$ cat config.mk
export PLATFORM = sky130hd
export DESIGN_NAME = display_scan_ctrl
export DESIGN_NICKNAME = d
export VERILOG_FILES = /design/src/rtl/display_pkg.sv /design/src/rtl/display_scan_ctrl_prescaler.sv /design/src/rtl/display_scan_ctrl.sv
export SDC_FILE = /design/constraint.sdc
export NUM_CORES = 1
export LEC_CHECK = 0
export BUFFER_PORTS_ARGS = -buffer_cell sky130_fd_sc_hd__buf_4
export CAP_MARGIN = 40
export CELL_PAD_IN_SITES_DETAIL_PLACEMENT = 2
export CELL_PAD_IN_SITES_GLOBAL_PLACEMENT = 2
export CORE_ASPECT_RATIO = 1.25
export CORE_MARGIN = 2
export CORE_UTILIZATION = 40
export CTS_CLUSTER_DIAMETER = 120
export CTS_CLUSTER_SIZE = 16
export DETAILED_ROUTE_END_ITERATION = 8
export PLACE_DENSITY = 0.77
export SLEW_MARGIN = 20
export SYNTH_ARGS = -nofsm -noshare
export SYNTH_HDL_FRONTEND = slang
export SYNTH_SLANG_ARGS = --single-unit
$ cat constraint.sdc
create_clock -name clk -period 2.6 [get_ports clk]
set_input_delay 0.78 -clock clk [delete_from_list [all_inputs] [get_ports clk]]
set_output_delay 0.78 -clock clk [all_outputs]
set_load 0.05 [all_outputs]
$ cat src/rtl/display_pkg.sv
// Shared types and helpers for the 7-segment scan controller.
package display_pkg;

    localparam int unsigned DIGIT_W    = 4;
    localparam int unsigned MAX_DIGITS = 8;

    typedef enum logic {
        S_BLANK,
        S_DRIVE
    } scan_state_t;

    // One-hot digit select for a digit index (widest legal display).
    function automatic logic [MAX_DIGITS-1:0] onehot(input logic [2:0] idx);
        logic [MAX_DIGITS-1:0] v;
        v      = '0;
        v[idx] = 1'b1;
        return v;
    endfunction

endpackage

$ cat src/rtl/display_scan_ctrl_prescaler.sv
// Slot prescaler: counts CLK_DIV cycles per digit slot, flags the slot end
// and whether the next cycle lies inside the anti-ghosting blank window.
module scan_prescaler #(
    parameter int unsigned CLK_DIV      = 50000,
    parameter int unsigned BLANK_CYCLES = 500
) (
    input  logic i_clk,
    input  logic i_rst,
    input  logic i_en,
    output logic o_slot_end,
    output logic o_blank_next
);

    localparam int unsigned     CW   = (CLK_DIV > 1) ? $clog2(CLK_DIV) : 1;
    localparam logic [CW-1:0]   LAST = CW'(CLK_DIV - 1);

    logic [CW-1:0] r_cnt;
    logic [CW-1:0] w_cnt_next;

    // Next count: wrap at slot end, held at zero while scanning is disabled.
    always_comb begin
        w_cnt_next = '0;
        o_slot_end = 1'b0;
        if (i_en) begin
            if (r_cnt == LAST) begin
                o_slot_end = 1'b1;
            end else begin
                w_cnt_next = r_cnt + CW'(1);
            end
        end
        o_blank_next = (32'(w_cnt_next) < BLANK_CYCLES);
    end

    // Count register.
    always_ff @(posedge i_clk or posedge i_rst) begin
        if (i_rst) begin
            r_cnt <= '0;
        end else begin
            r_cnt <= w_cnt_next;
        end
    end

endmodule

$ cat src/rtl/display_scan_ctrl.sv
// Time-multiplexed scan controller for a multi-digit 7-segment display.
// Double-buffered value (shadow -> active at frame boundary), registered
// nibble / one-hot digit enables, blank window at the start of each slot.
// Optional leading-zero blanking: define DISPLAY_SCAN_LZB_EN.
module display_scan_ctrl
    import display_pkg::*;
#(
    parameter int unsigned NUM_DIGITS   = 4,
    parameter int unsigned CLK_DIV      = 50000,
    parameter int unsigned BLANK_CYCLES = 500
) (
    input  logic                          clk,
    input  logic                          rst,
    input  logic                          en,
    input  logic                          load,
    input  logic [DIGIT_W*NUM_DIGITS-1:0] data_in,
    output logic                          pending,
    output logic [DIGIT_W-1:0]            nibble,
    output logic [NUM_DIGITS-1:0]         digit_en,
    output logic                          frame_tick
);

    localparam int unsigned   IW       = (NUM_DIGITS > 1) ? $clog2(NUM_DIGITS) : 1;
    localparam logic [IW-1:0] LAST_IDX = IW'(NUM_DIGITS - 1);

    scan_state_t                   r_state;
    scan_state_t                   w_state_next;
    logic [IW-1:0]                 r_idx;
    logic [DIGIT_W*NUM_DIGITS-1:0] r_shadow;
    logic [DIGIT_W*NUM_DIGITS-1:0] r_active;
    logic                          r_pending;
    logic [DIGIT_W-1:0]            r_nibble;
    logic [NUM_DIGITS-1:0]         r_digit_en;
    logic                          r_frame_tick;

    logic                          w_slot_end;
    logic                          w_blank_next;
    logic                          w_frame_end;
    logic                          w_show;
    logic [MAX_DIGITS-1:0]         w_sel8;
    logic [NUM_DIGITS-1:0]         w_digit_en_next;
    logic [DIGIT_W-1:0]            w_cur_digit;

    scan_prescaler #(
        .CLK_DIV      (CLK_DIV),
        .BLANK_CYCLES (BLANK_CYCLES)
    ) u_prescaler (
        .i_clk        (clk),
        .i_rst        (rst),
        .i_en         (en),
        .o_slot_end   (w_slot_end),
        .o_blank_next (w_blank_next)
    );

    assign w_frame_end = w_slot_end && (r_idx == LAST_IDX);
    assign w_cur_digit = r_active[DIGIT_W*int'(r_idx) +: DIGIT_W];
    assign w_sel8      = onehot(3'(r_idx));

`ifdef DISPLAY_SCAN_LZB_EN
    logic [IW-1:0] w_top;

    // Position of the most significant nonzero digit (0 when value is 0).
    always_comb begin
        w_top = '0;
        for (int unsigned k = 1; k < NUM_DIGITS; k++) begin
            if (r_active[DIGIT_W*k +: DIGIT_W] != '0) begin
                w_top = IW'(k);
            end
        end
    end

    assign w_show = (r_idx <= w_top);
`else
    assign w_show = 1'b1;
`endif

    // Next scan state and next digit enables (from the current state).
    always_comb begin
        w_state_next    = S_BLANK;
        w_digit_en_next = '0;
        case (r_state)
            S_BLANK: begin
                if (en && !w_blank_next) begin
                    w_state_next = S_DRIVE;
                end
            end
            S_DRIVE: begin
                w_state_next = (en && !w_blank_next) ? S_DRIVE : S_BLANK;
                if (en && w_show) begin
                    w_digit_en_next = w_sel8[NUM_DIGITS-1:0];
                end
            end
            default: begin
                w_state_next = S_BLANK;
            end
        endcase
    end

    // Scan state register.
    always_ff @(posedge clk or posedge rst) begin
        if (rst) begin
            r_state <= S_BLANK;
        end else begin
            r_state <= w_state_next;
        end
    end

    // Digit index, double buffer and registered outputs.
    always_ff @(posedge clk or posedge rst) begin
        if (rst) begin
            r_idx        <= '0;
            r_shadow     <= '0;
            r_active     <= '0;
            r_pending    <= 1'b0;
            r_nibble     <= '0;
            r_digit_en   <= '0;
            r_frame_tick <= 1'b0;
        end else begin
            r_nibble   <= w_cur_digit;
            r_digit_en <= w_digit_en_next;
            if (en) begin
                r_frame_tick <= w_frame_end;
                if (w_slot_end) begin
                    r_idx <= (r_idx == LAST_IDX) ? '0 : r_idx + IW'(1);
                end
                // Active always takes the pre-load shadow, so a load on the
                // boundary cycle is held over to the following frame.
                if (w_frame_end && r_pending) begin
                    r_active <= r_shadow;
                end
            end else begin
                r_frame_tick <= 1'b0;
                r_idx        <= '0;
                r_active     <= r_shadow;
            end

            if (load) begin
                r_shadow  <= data_in;
                r_pending <= 1'b1;
            end else if (!en || w_frame_end) begin
                r_pending <= 1'b0;
            end
        end
    end

    assign pending    = r_pending;
    assign nibble     = r_nibble;
    assign digit_en   = r_digit_en;
    assign frame_tick = r_frame_tick;

endmodule

# --- Yosys cells after proc, flatten, opt, wreduce, memory -nomap -nowiden ---
# Cells that the tools add are included.
# W data, S select, Z words.
word_totals:
  ff_bits: 61
  output_inout_bits: 10
  input_bits: 20
classes:
  reduce_logical: 8
  shift: 1
  addsub: 2
  n_eq_ne: 4
  order_cmp: 3
  muxes: 17
ops:
  columns: ["op", "count"]
  rows:
  - ["$mux W16", 4]
  - ["$add A16 B1 Y16 const B", 1]
  - ["$eq A16 B16 Y1 const B", 1]
  - ["$lt A16 B9 Y1 const B", 1]
  - ["$shiftx A16 B5 Y4", 1]
  - ["$mux W4", 2]
  - ["$mux W1", 7]
  - ["$mux W2", 3]
  - ["$logic_and A1 B1 Y1", 4]
  - ["$lt A2 B4 Y1 const B", 1]
  - ["$ne A2 B1 Y1 const B", 2]
  - ["$add A2 B1 Y2 const B", 1]
  - ["$demux W1 S2", 1]
  - ["$eq A2 B2 Y1 const B", 1]
  - ["$ge A2 B1 Y1 const B", 1]
  - ["$logic_not A1 Y1", 2]
  - ["$reduce_bool A2 Y1", 1]
  - ["$logic_or A1 B1 Y1", 1]

# --- Logic depth before layout (Yosys ltp) ---
# Gate-level depths: netlist (run 1).
logic_depth:
  depth_word: 7
  depth_mapped: 7

# --- By module ---
# Synthesis (run 1) repeated with hierarchy kept, for this count alone.
hier_totals:
  cells_unflattened: 267
  area_unflattened_um2: 3037.9
by_module_without_submodules:
  columns: ["module", "area_per_inst_um2", "cells_per_inst", "n_inst", "seq_area_each_um2"]
  rows:
  - ["display_scan_ctrl", 2084.5, 165, 1, 1126.1]
  - ["scan_prescaler", 953.4, 102, 1, 400.4]

# --- Least setup slack after synthesis (run 1) ---
# No wires, ideal clock.
synth_timing:
  path_kind: "reg2reg"
  startpoint: "register u_prescaler.r_cnt[4]"
  endpoint: "register r_state"
  required_ps: 2461
  stages_incl_launch_ff: 7
  n_path_buf: 0
  setup_ps: 139
  arrival_time_ps: 1990
  period_less_slack_ps: 2129
  setup_slack_ps: 471
  path_cell_list: "dfrtp_1 > or4b_1 > nor3_2 > nor4b_1 > a31o_1 > nor4b_1 > or4_1"
synth_between:
  elab_chain_cells: 7
synth_lines:
  columns: ["item", "line", "text"]
  rows:
  - ["start, declared", "display_scan_ctrl_prescaler.sv:17", "logic [CW-1:0] r_cnt;"]
  - ["start signal, assigned", "display_scan_ctrl_prescaler.sv:39", "r_cnt <= w_cnt_next;"]
  - ["$add A16 B1 Y16 or $eq A16 B16 Y1 (tied branches)", "display_scan_ctrl_prescaler.sv:28, display_scan_ctrl_prescaler.sv:25", null]
  - ["$mux W16 *", "display_scan_ctrl_prescaler.sv:25", "if (r_cnt == LAST) begin"]
  - ["$mux W16 *", "display_scan_ctrl_prescaler.sv:24", "if (i_en) begin"]
  - ["named net u_prescaler.w_cnt_next[4]", "display_scan_ctrl_prescaler.sv:18", "logic [CW-1:0] w_cnt_next;"]
  - ["$lt A16 B9 Y1 *", "display_scan_ctrl_prescaler.sv:31", "o_blank_next = (32'(w_cnt_next) < BLANK_CYCLES);"]
  - ["$logic_not A1 Y1 *", "display_scan_ctrl.sv:83, display_scan_ctrl.sv:88", null]
  - ["$logic_and A1 B1 Y1 *", "display_scan_ctrl.sv:83, display_scan_ctrl.sv:88", null]
  - ["$mux W1 *", "display_scan_ctrl.sv:83, display_scan_ctrl.sv:88", null]
  - ["named net w_state_next", "display_scan_ctrl.sv:27", "scan_state_t w_state_next;"]
  - ["end signal, assigned", "display_scan_ctrl.sv:104", "r_state <= w_state_next;"]
  - ["end, declared", "display_scan_ctrl.sv:26", "scan_state_t r_state;"]
# The timed path passes the listed nets; every way through them passes the cells marked *.
# A chain may end at the register's enable or synchronous reset.

# --- Worst setup path after layout (run 1) ---
layout_timing:
  startpoint: "register u_prescaler.r_cnt[3]"
  endpoint: "register r_state"
# Same word-level chain as after synthesis.

==> results of run 1 <==
final cells by class:
| cell class | count | area, um^2 |
|---|---|---|
| inverters | 6 | 22.52 |
| repair buffers | 36 | 270.3 |
| flip-flops and latches | 61 | 1526 |
| fillers | 675 | 3298 |
| multi-input cells | 136 | 1105 |
| well taps | 87 | 108.9 |
| clock buffers | 14 | 162.7 |
| clock inverters | 1 | 30.03 |
stage by stage:
stage	instance area, um^2	setup slack [ns]	hold WS (ns)	utilization (%)	instances
after floorplan	2693	0.3070	0.4479	-	211
after global placement	3033	0.3762	0.4800	46.49	326
after detailed placement	3033	0.3066	0.4840	46.49	326
after CTS	3226	0.1997	0.4434	49.44	341
after global routing	3226	0.1096	0.4559	49.44	341
final	3226	0.2301	0.4478	49.44	341
registers in the layout, summed over array words and instances (netlist names):
| signal | count |
|---|---|
| digit_en | 4 |
| frame_tick | 1 |
| nibble | 4 |
| pending | 1 |
| r_active | 16 |
| r_idx | 2 |
| r_shadow | 16 |
| r_state | 1 |
| u_prescaler.r_cnt | 16 |
path summary, 6_finish.rpt:
path                                      start                   end  slack [ns]  depth (start not counted)
min                                         rst             nibble[2]        0.45                          2
max in group asynchronous                   rst           r_active[0]        1.50                          3
min reg2reg                u_prescaler.r_cnt[0]  u_prescaler.r_cnt[0]        0.49                          1
min in group clk           u_prescaler.r_cnt[0]  u_prescaler.r_cnt[0]        0.49                          1
max reg2reg                u_prescaler.r_cnt[3]               r_state        0.23                          6
max                        u_prescaler.r_cnt[3]               r_state        0.23                          6
report_power, final:
part | switching, mW | internal (mW) | leakage, nW
logic | 0.109 | 0.108 | 0.566
registers | 0.0412 | 1.03 | 0.765
clock network | 0.341 | 0.491 | 0.0968
total | 0.491 | 1.63 | 1.43
cells by family after synthesis:
kind of cell	after synthesis
multiplexers	38
XOR/XNOR	14
AO/OA/AOI/OAI	13
buffers and inverters	14
AND/OR/NAND/NOR	66
flip-flops	61
adder cells (fa/ha/maj)	5
worst reg2reg max path, cell delays in order (launching register included):
cell,delay [ns]
dfrtp_1,0.48
nand3_1,0.15
or4_1,0.63
nor2_1,0.20
xnor2_1,0.15
nor2_1,0.09
or4_1,0.54
layout by cell type (no fill, tap or decap), types with 2 or more instances in the layout:
| cell type | count |
|---|---|
| mux4_2 | 4 |
| nor4b_1 | 2 |
| ha_1 | 5 |
| a21oi_1 | 4 |
| or4_1 | 2 |
| nor2_1 | 17 |
| o21ai_0 | 2 |
| clkbuf_8 | 11 |
| dfrtp_1 | 61 |
| buf_4 | 36 |
| xnor2_1 | 6 |
| nand3_1 | 9 |
| nor3_1 | 4 |
| clkbuf_1 | 3 |
| nor2b_1 | 2 |
| xor2_1 | 8 |
| and3_1 | 8 |
| inv_1 | 5 |
| or4b_1 | 2 |
| nand2_1 | 9 |
| mux2_2 | 33 |
layer usage:
layer | wire length [um] | track usage [%] | share of wire (%) | vias to the layer above
met3 | 175 | 4.878 | 2.8 | 9
met5 | 0 | 0 | 0 | -
met2 | 3389 | 33.77 | 55 | 25
met1 | 2482 | 20.66 | 40 | 911
met4 | 105 | 8.185 | 1.7 | 0
li1 | - | - | - | 810
==> out/qor.yml, run 1 <==
ios: 30
period_needed_ns: 2.370
max_freq_ghz: 0.4220
p_total_mw: 2.117
async_flop_share_pct: 100.0
cap_violations: 0
rows: 33
cp.required_ns: 2.80
synth_common_cells: "dfrtp_1 (61), mux2_2 (33), nor2_1 (17), nand2_1 (9), nand3_1 (9)"
cp_max_fo: 8
end_kind: "flip-flop"
synth.top_cell.area_share_pct: 56.69
synth_top_family_by_area: "multiplexers"
fin_setup_tns_ns: 0
ys_types: 41
drive_above_1_share_pct: 36.22
synth.ff_latch_count: 61
rsz0062_at_grt: "false"
synth_most_common_cell: "dfrtp_1"
slowest_stage: "or4_1"
min_path_type: "in -> async"
port-buffer-count: 29
grt_pass1_wl_um: 10090
post-route-drc-count: 0
cts-root-buf: "clkbuf_8"
netlist_top_cells_area: "dfrtp_1 (57%), mux2_2 (14%), mux4_2 (3.3%)"
clk_latency_ns: 0.33
synth_ff_type: "dfrtp_1"
drtAntennaViolNets: 0
die_area_um2: 7408
synth_mux_area_share_pct: 17.52
synth-edff-count: 0
die_h_um: 95.73
die_x_um: 77.39
yosysWarnings: 0
start_util_pct: 41.27
cts.sinks: 61
synthAdderAreaFrac_pct: 2.323
ctsResizeCount: 0
ys_seq_area_share_pct: 56.69
critPathBufInv: 0
maxSlewViolCount: 0
path_cells: "nand3_1, or4_1, nor2_1, xnor2_1, nor2_1, or4_1"
drtIter0Drc: 32
htreeDepth: 3
setup_viol: 0
max_slew_margin_pct: 71.33
routedWlPerCell_um: 18.04
path_clk_slew_ns: 0.07
routed_wl_um: 6153
synthXorXnorAreaFrac_pct: 4.554
cts_buffer_depth: 2
core-area_um2: 6524
grt_usage_pct: 18.61
antenna_found_initial: 0
via_count: 1755
dr.pass1.iters: 3
diodes: 0
syn_nets: 236
area_growth_pct: 19.80
cp-start-kind: "flip-flop"
avgSynthCellArea_um2: 12.76
critical_path_class: "reg -> reg"
hold_viol_final: 0
worstMarginPinSlew_ns: 0.4295
yosys.area.top_type: "dfrtp_1"
hold_buffers: 0
cpPeakStageDelay_ns: 0.63
grt_start_max_net_pins: 23
peakVddDrop_mv: 0.3935
cts_tree: "done"
cts_buffers: 9
grt.overflow.total: 0
cts_setup_buffers: 0
dpl.hpwl_um: 4346
nNetsFinal: 275
place.gp.congestion: 0.8245
leakagePower_nw: 1.428
clock_skew_ns: 0.005402
grt_pass1_vias: 1973
synth_compound_area_share_pct: 3.206
critPathTopFamily: "simple AND/OR/NAND/NOR gates"
synth_area_um2: 2693
netlist_instances: 211
vias_per_cell: 5.147
power-per-cell-area_nw_per_um2: 656.2
synth-simple-area-share_pct: 13.43
fin_crit_sh_pct: 91.15
status: "finished clean"
arrival_ns: 2.57
Power figures use the tool's default switching activity.
==> run 2, diff against run 1 <==
Settings changed: CELL_PAD_IN_SITES_DETAIL_PLACEMENT 2 to default, CELL_PAD_IN_SITES_GLOBAL_PLACEMENT 2 to default, CORE_UTILIZATION 40 to 50, PLACE_DENSITY 0.77 to 0.68.
==> out/qor.yml, run 2 (synthesis gave the netlist of run 1 again) <==
status: "finished clean"  # unchanged
antenna_found_initial: 0  # unchanged
worstMarginPinSlew_ns: 0.4742  # was 0.4295 ns
max_slew_margin_pct: 68.15  # was 71.33%
maxSlewViolCount: 0  # unchanged
cpPeakStageDelay_ns: 0.57  # was 0.63 ns
switching_share_pct: 22.56  # was 23.21%
maxUsedRoutingLayer: "met4"  # unchanged
cap_violations: 0  # unchanged
cts_buffers: 9  # unchanged
grt.overflow.total: 0  # unchanged
leakagePower_nw: 1.449  # was 1.428 nW
fin_crit_sh_pct: 88.26  # was 91.15%
start_util_pct: 52.26  # was 41.27%
dr_wl_met3_um: 235  # was 175 um
cp-start-kind: "flip-flop"  # unchanged
dr.pass1.iters: 5  # was 3
rows: 29  # was 33
drive_above_1_share_pct: 37.15  # was 36.22%
m1WireLength_um: 2080  # was 2482 um
p_comb_share_pct: 9.0  # was 10.2%
critical_path_class: "reg -> reg"  # unchanged
p_int_mw: 1.803  # was 1.625 mW
path_cells: "or4b_1, nor3_2, nand2b_2, nand2_2, nor2_1, or4_1"  # was nand3_1, or4_1, nor2_1, xnor2_1, nor2_1, or4_1
drtIter0Drc: 115  # was 32
die_h_um: 86.05  # was 95.73 um
place.gp.congestion: 0.8512  # was 0.8245
end_kind: "flip-flop"  # unchanged
final_cell_mix: "dfrtp_1 (61), buf_4 (34), mux2_2 (33)"  # was dfrtp_1 (61), buf_4 (36), mux2_2 (33)
grt_pass1_wl_um: 8445  # was 10090 um
period_needed_ns: 2.295  # was 2.370 ns
reg_top3: "r_active (16), r_shadow (16), u_prescaler.r_cnt (16)"  # unchanged
clkPwrFrac_pct: 45.3  # was 39.3%
htreeDepth: 3  # unchanged
die_x_um: 69.64  # was 77.39 um
power-per-cell-area_nw_per_um2: 718.5  # was 656.2 nW/um^2
area_growth_pct: 20.35  # was 19.80%
arrival_ns: 2.51  # was 2.57 ns
setup_viol: 0  # unchanged
post-route-drc-count: 0  # unchanged
cts_tree: "done"  # unchanged
cp.required_ns: 2.81  # was 2.80 ns
layout_commonest_cell: "dfrtp_1"  # unchanged
hold_buffers: 0  # unchanged
seq_area_um2: 1526  # unchanged
grt_start_max_net_pins: 24  # was 23
cts-root-buf: "clkbuf_8"  # unchanged
core-area_um2: 5152  # was 6524 um^2
fillers: 423  # was 675
grt_usage_pct: 18.62  # was 18.61%
routedWlPerCell_um: 15.43  # was 18.04 um
cts.sinks: 61  # unchanged
vias_per_cell: 5.511  # was 5.147
ios: 30  # unchanged
drtAntennaViolNets: 0  # unchanged
switchingPower_uw: 525.3  # was 491.3 uW
peakVddDrop_mv: 0.4805  # was 0.3935 mV
min_path_type: "in -> async"  # unchanged
fin_setup_tns_ns: 0  # unchanged
cts_buffer_depth: 2  # unchanged
multiInputGateArea_um2: 1105  # unchanged
diodes: 0  # unchanged
slowest_stage: "or4b_1"  # was or4_1
grt_pass1_vias: 1738  # was 1973
critPathTopFamily: "simple AND/OR/NAND/NOR gates"  # unchanged
p_total_mw: 2.328  # was 2.117 mW
path_clk_slew_ns: 0.07  # about the same
wl_met2_um: 2433  # was 3389 um
seq_power_share_pct: 45.7  # was 50.4%
cts_setup_buffers: 0  # unchanged
max_freq_ghz: 0.4358  # was 0.4220 GHz
ctsResizeCount: 0  # unchanged
port-buffer-count: 29  # unchanged
nNetsFinal: 273  # was 275
via_count: 1736  # was 1755
clk_latency_ns: 0.34  # was 0.33 ns
die_area_um2: 5992  # was 7408 um^2
critPathBufInv: 0  # unchanged
routed_wl_um: 4861  # was 6153 um
clock_skew_ns: 0.006827  # was 0.005402 ns
hold_viol_final: 0  # unchanged
rsz0062_at_grt: "false"  # unchanged
dpl.hpwl_um: 3407  # was 4346 um
cp_max_fo: 8  # unchanged
-- run 2: cell types whose count changed in the layout (fill, tap and decap cells not counted), sizes merged --
| cell | change |
|---|---|
| inv | +2 |
| buf | -2 |
| bufinv | +2 |
| clkbuf | -4 |
| clkinv | +1 |
-- run 2: through the flow --
step                      setup slack (ns)  area [um^2]  hold WS [ns]  utilization [%]  std cells
after floorplan                     0.3070         2693        0.4479                -        211
after global placement              0.3750         2987        0.4588            57.97        299
after detailed placement            0.3258         2987        0.4650            57.97        299
after CTS                           0.3044         3241        0.4463            62.89        315
after global routing                0.1379         3241        0.4691            62.89        315
final                               0.3054         3241        0.4396            62.89        315
-- run 2: final cells by class --
cell class,count,area share [%]
clock buffer,10,4.247
sequential,61,47.10
inverter,6,0.6950
multi-input combinational,136,34.09
timing repair buffer,34,7.876
clock inverter,6,3.591
tap,62,2.394
-- run 2: worst register-to-register path, cell delays in order (launching register included) --
cell and delay [ns]:
dfrtp_1 0.46, or4b_1 0.57, nor3_2 0.23, nand2b_2 0.15
nand2_2 0.18, nor2_1 0.08, or4_1 0.51
-- run 2: final timing paths --
check	from	slack (ns)	end	cells past startpoint
setup reg to reg	u_prescaler.r_cnt[4]	0.31	r_state	6
setup / recovery	u_prescaler.r_cnt[4]	0.31	r_state	6
min in group clk	u_prescaler.r_cnt[0]	0.47	u_prescaler.r_cnt[0]	1
hold / removal	rst	0.44	r_shadow[14]	2
max in group asynchronous	rst	1.50	digit_en[1]	3
hold reg to reg	u_prescaler.r_cnt[0]	0.47	u_prescaler.r_cnt[0]	1
-- run 2: per-layer routing --
| layer | vias up | global-route usage (%) |
|---|---|---|
| met5 | - | 0 |
| met1 | 866 | 23.61 |
| met4 | 0 | 10.66 |
| met3 | 12 | 5.405 |
| li1 | 810 | - |
| met2 | 48 | 28.76 |
-- run 2: power by group through the flow --
stage               Sequential, mW  Combinational (mW)  Clock [mW]
CTS                           1.06               0.214        1.08
floorplan                     1.11               0.114           0
global placement              1.08               0.207           0
global route                  1.07               0.227        1.12
detailed placement            1.08               0.213           0
finish                        1.06               0.209        1.06
==> run 3, diff against run 2 <==
Clock period 2.6 ns to 2.88 ns, I/O delays scaled along.
==> out/qor.yml, run 3 (synthesis gave the netlist of run 1 again) <==
cp.required_ns: 3.09  # was 2.81 ns
area_growth_pct: 16.36  # was 20.35%
utilization_pct: 60.81  # was 62.89%
end_kind: "flip-flop"  # unchanged
leakagePower_nw: 1.392  # was 1.449 nW
peakVddDrop_mv: 0.3659  # was 0.4805 mV
routed_wl_um: 4675  # was 4861 um
hold_viol_final: 0  # unchanged
setup_viol: 0  # unchanged
cts_buffer_depth: 2  # unchanged
clk_latency_ns: 0.34  # about the same
grt_pass1_wl_um: 8038  # was 8445 um
period_needed_ns: 2.414  # was 2.295 ns
grt_usage_pct: 17.76  # was 18.62%
die_x_um: 69.64  # unchanged
start_util_pct: 52.26  # unchanged
max_slew_margin_pct: 63.76  # was 68.15%
preCtsSetupSlack_ns: 0.5119  # was 0.3258 ns
nNetsFinal: 270  # was 273
cts-root-buf: "clkbuf_8"  # unchanged
path_clk_slew_ns: 0.06  # was 0.07 ns
maxSlewViolCount: 0  # unchanged
fin_ws_ns: 0.4655  # was 0.3054 ns
cts_buffers: 9  # unchanged
ctsResizeCount: 0  # unchanged
grt_start_max_net_pins: 62  # was 24
port-buffer-count: 29  # unchanged
die_area_um2: 5992  # unchanged
design_area_um2: 3133  # was 3241 um^2
antenna_found_initial: 0  # unchanged
core-area_um2: 5152  # unchanged
diodes: 0  # unchanged
dpl.hpwl_um: 3107  # was 3407 um
critical_path_class: "reg -> reg"  # unchanged
die_h_um: 86.05  # unchanged
cp_max_fo: 14  # was 8
clock_skew_ns: 0.009013  # was 0.006827 ns
layout_commonest_cell: "dfrtp_1"  # unchanged
ios: 30  # unchanged
whs_ns: 0.5014  # was 0.4396 ns
cts_tree: "done"  # unchanged
hold_buffers: 0  # unchanged
status: "finished clean"  # unchanged
place.gp.congestion: 0.7749  # was 0.8512
max_freq_ghz: 0.4142  # was 0.4358 GHz
min_path_type: "reg -> reg"  # was in -> async
vias_per_cell: 5.449  # was 5.511
rsz0062_at_grt: "false"  # unchanged
power-per-cell-area_nw_per_um2: 565.6  # was 718.5 nW/um^2
final_cell_mix: "dfrtp_1 (61), mux2_2 (33), buf_4 (29)"  # was dfrtp_1 (61), buf_4 (34), mux2_2 (33)
place_area_um2: 2980  # was 2987 um^2
via_count: 1700  # was 1736
grt_pass1_vias: 1680  # was 1738
fin_cells: 312  # was 315
htreeDepth: 3  # unchanged
dpl.cell_count: 296  # was 299
routedWlPerCell_um: 14.98  # was 15.43 um
fin_crit_sh_pct: 83.84  # was 88.26%
cap_violations: 0  # unchanged
cts.sinks: 61  # unchanged
dr.pass1.iters: 4  # was 5
cts_setup_buffers: 0  # unchanged
post-route-drc-count: 0  # unchanged
drive_above_1_share_pct: 34.40  # was 37.15%
reg_top3: "r_active (16), r_shadow (16), u_prescaler.r_cnt (16)"  # unchanged
arrival_ns: 2.63  # was 2.51 ns
fin_setup_tns_ns: 0  # unchanged
grt.overflow.total: 0  # unchanged
drtIter0Drc: 98  # was 115
rows: 29  # unchanged
cp-start-kind: "flip-flop"  # unchanged
drtAntennaViolNets: 0  # unchanged
worstMarginPinSlew_ns: 0.5405  # was 0.4742 ns
p_total_mw: 1.772  # was 2.328 mW
-- run 3: cell types whose count changed in the layout (fill, tap and decap cells not counted), sizes merged --
cell | previous run | this run
clkinv | 1 | 2
clkbuf | 10 | 14
buf | 34 | 31
inv | 8 | 6
bufinv | 3 | 0
-- run 3: final timing paths --
kind | endpoint | depth (start not counted) | slack (ns) | from
max | r_state | 6 | 0.47 | u_prescaler.r_cnt[4]
min | u_prescaler.r_cnt[0] | 1 | 0.50 | u_prescaler.r_cnt[0]
max reg2reg | r_state | 6 | 0.47 | u_prescaler.r_cnt[4]
min reg2reg | u_prescaler.r_cnt[0] | 1 | 0.50 | u_prescaler.r_cnt[0]
max in group asynchronous | nibble[0] | 3 | 2.03 | rst
min in group asynchronous | u_prescaler.r_cnt[15] | 3 | 0.58 | rst
-- run 3: layout make-up --
class                   instances  area [um^2]
repair buffers                 31        249.0
clock inverters                 2        10.01
well taps                      62        77.57
inverters                       6        22.52
multi-input cells             136         1105
fillers                       433         2019
flip-flops and latches         61         1526
clock buffers                  14        142.6
-- run 3: layer usage --
layer / share of wire, % / vias to the layer above / GRT usage (%)
li1: - / 805 / -
met1: 45 / 841 / 22.81
met2: 47 / 43 / 26.40
met3: 5.5 / 11 / 6.933
met4: 2.0 / 0 / 8.916
met5: 0 / - / 0
-- run 3: critical path: stages (launching register included) --
cell      delay (ns)
dfrtp_1         0.46
or4b_1          0.56
nor3_2          0.24
nand2b_2        0.15
nand2_2         0.26
nor2_1          0.10
or4_1           0.52
-- run 3: where the power goes --
group,leakage [nW],switching (mW),total [mW],internal [mW]
sequential,0.765,0.0351,0.961,0.926
clock,0.0784,0.312,0.622,0.311
combinational,0.548,0.0914,0.189,0.0972
total,1.39,0.438,1.77,1.33
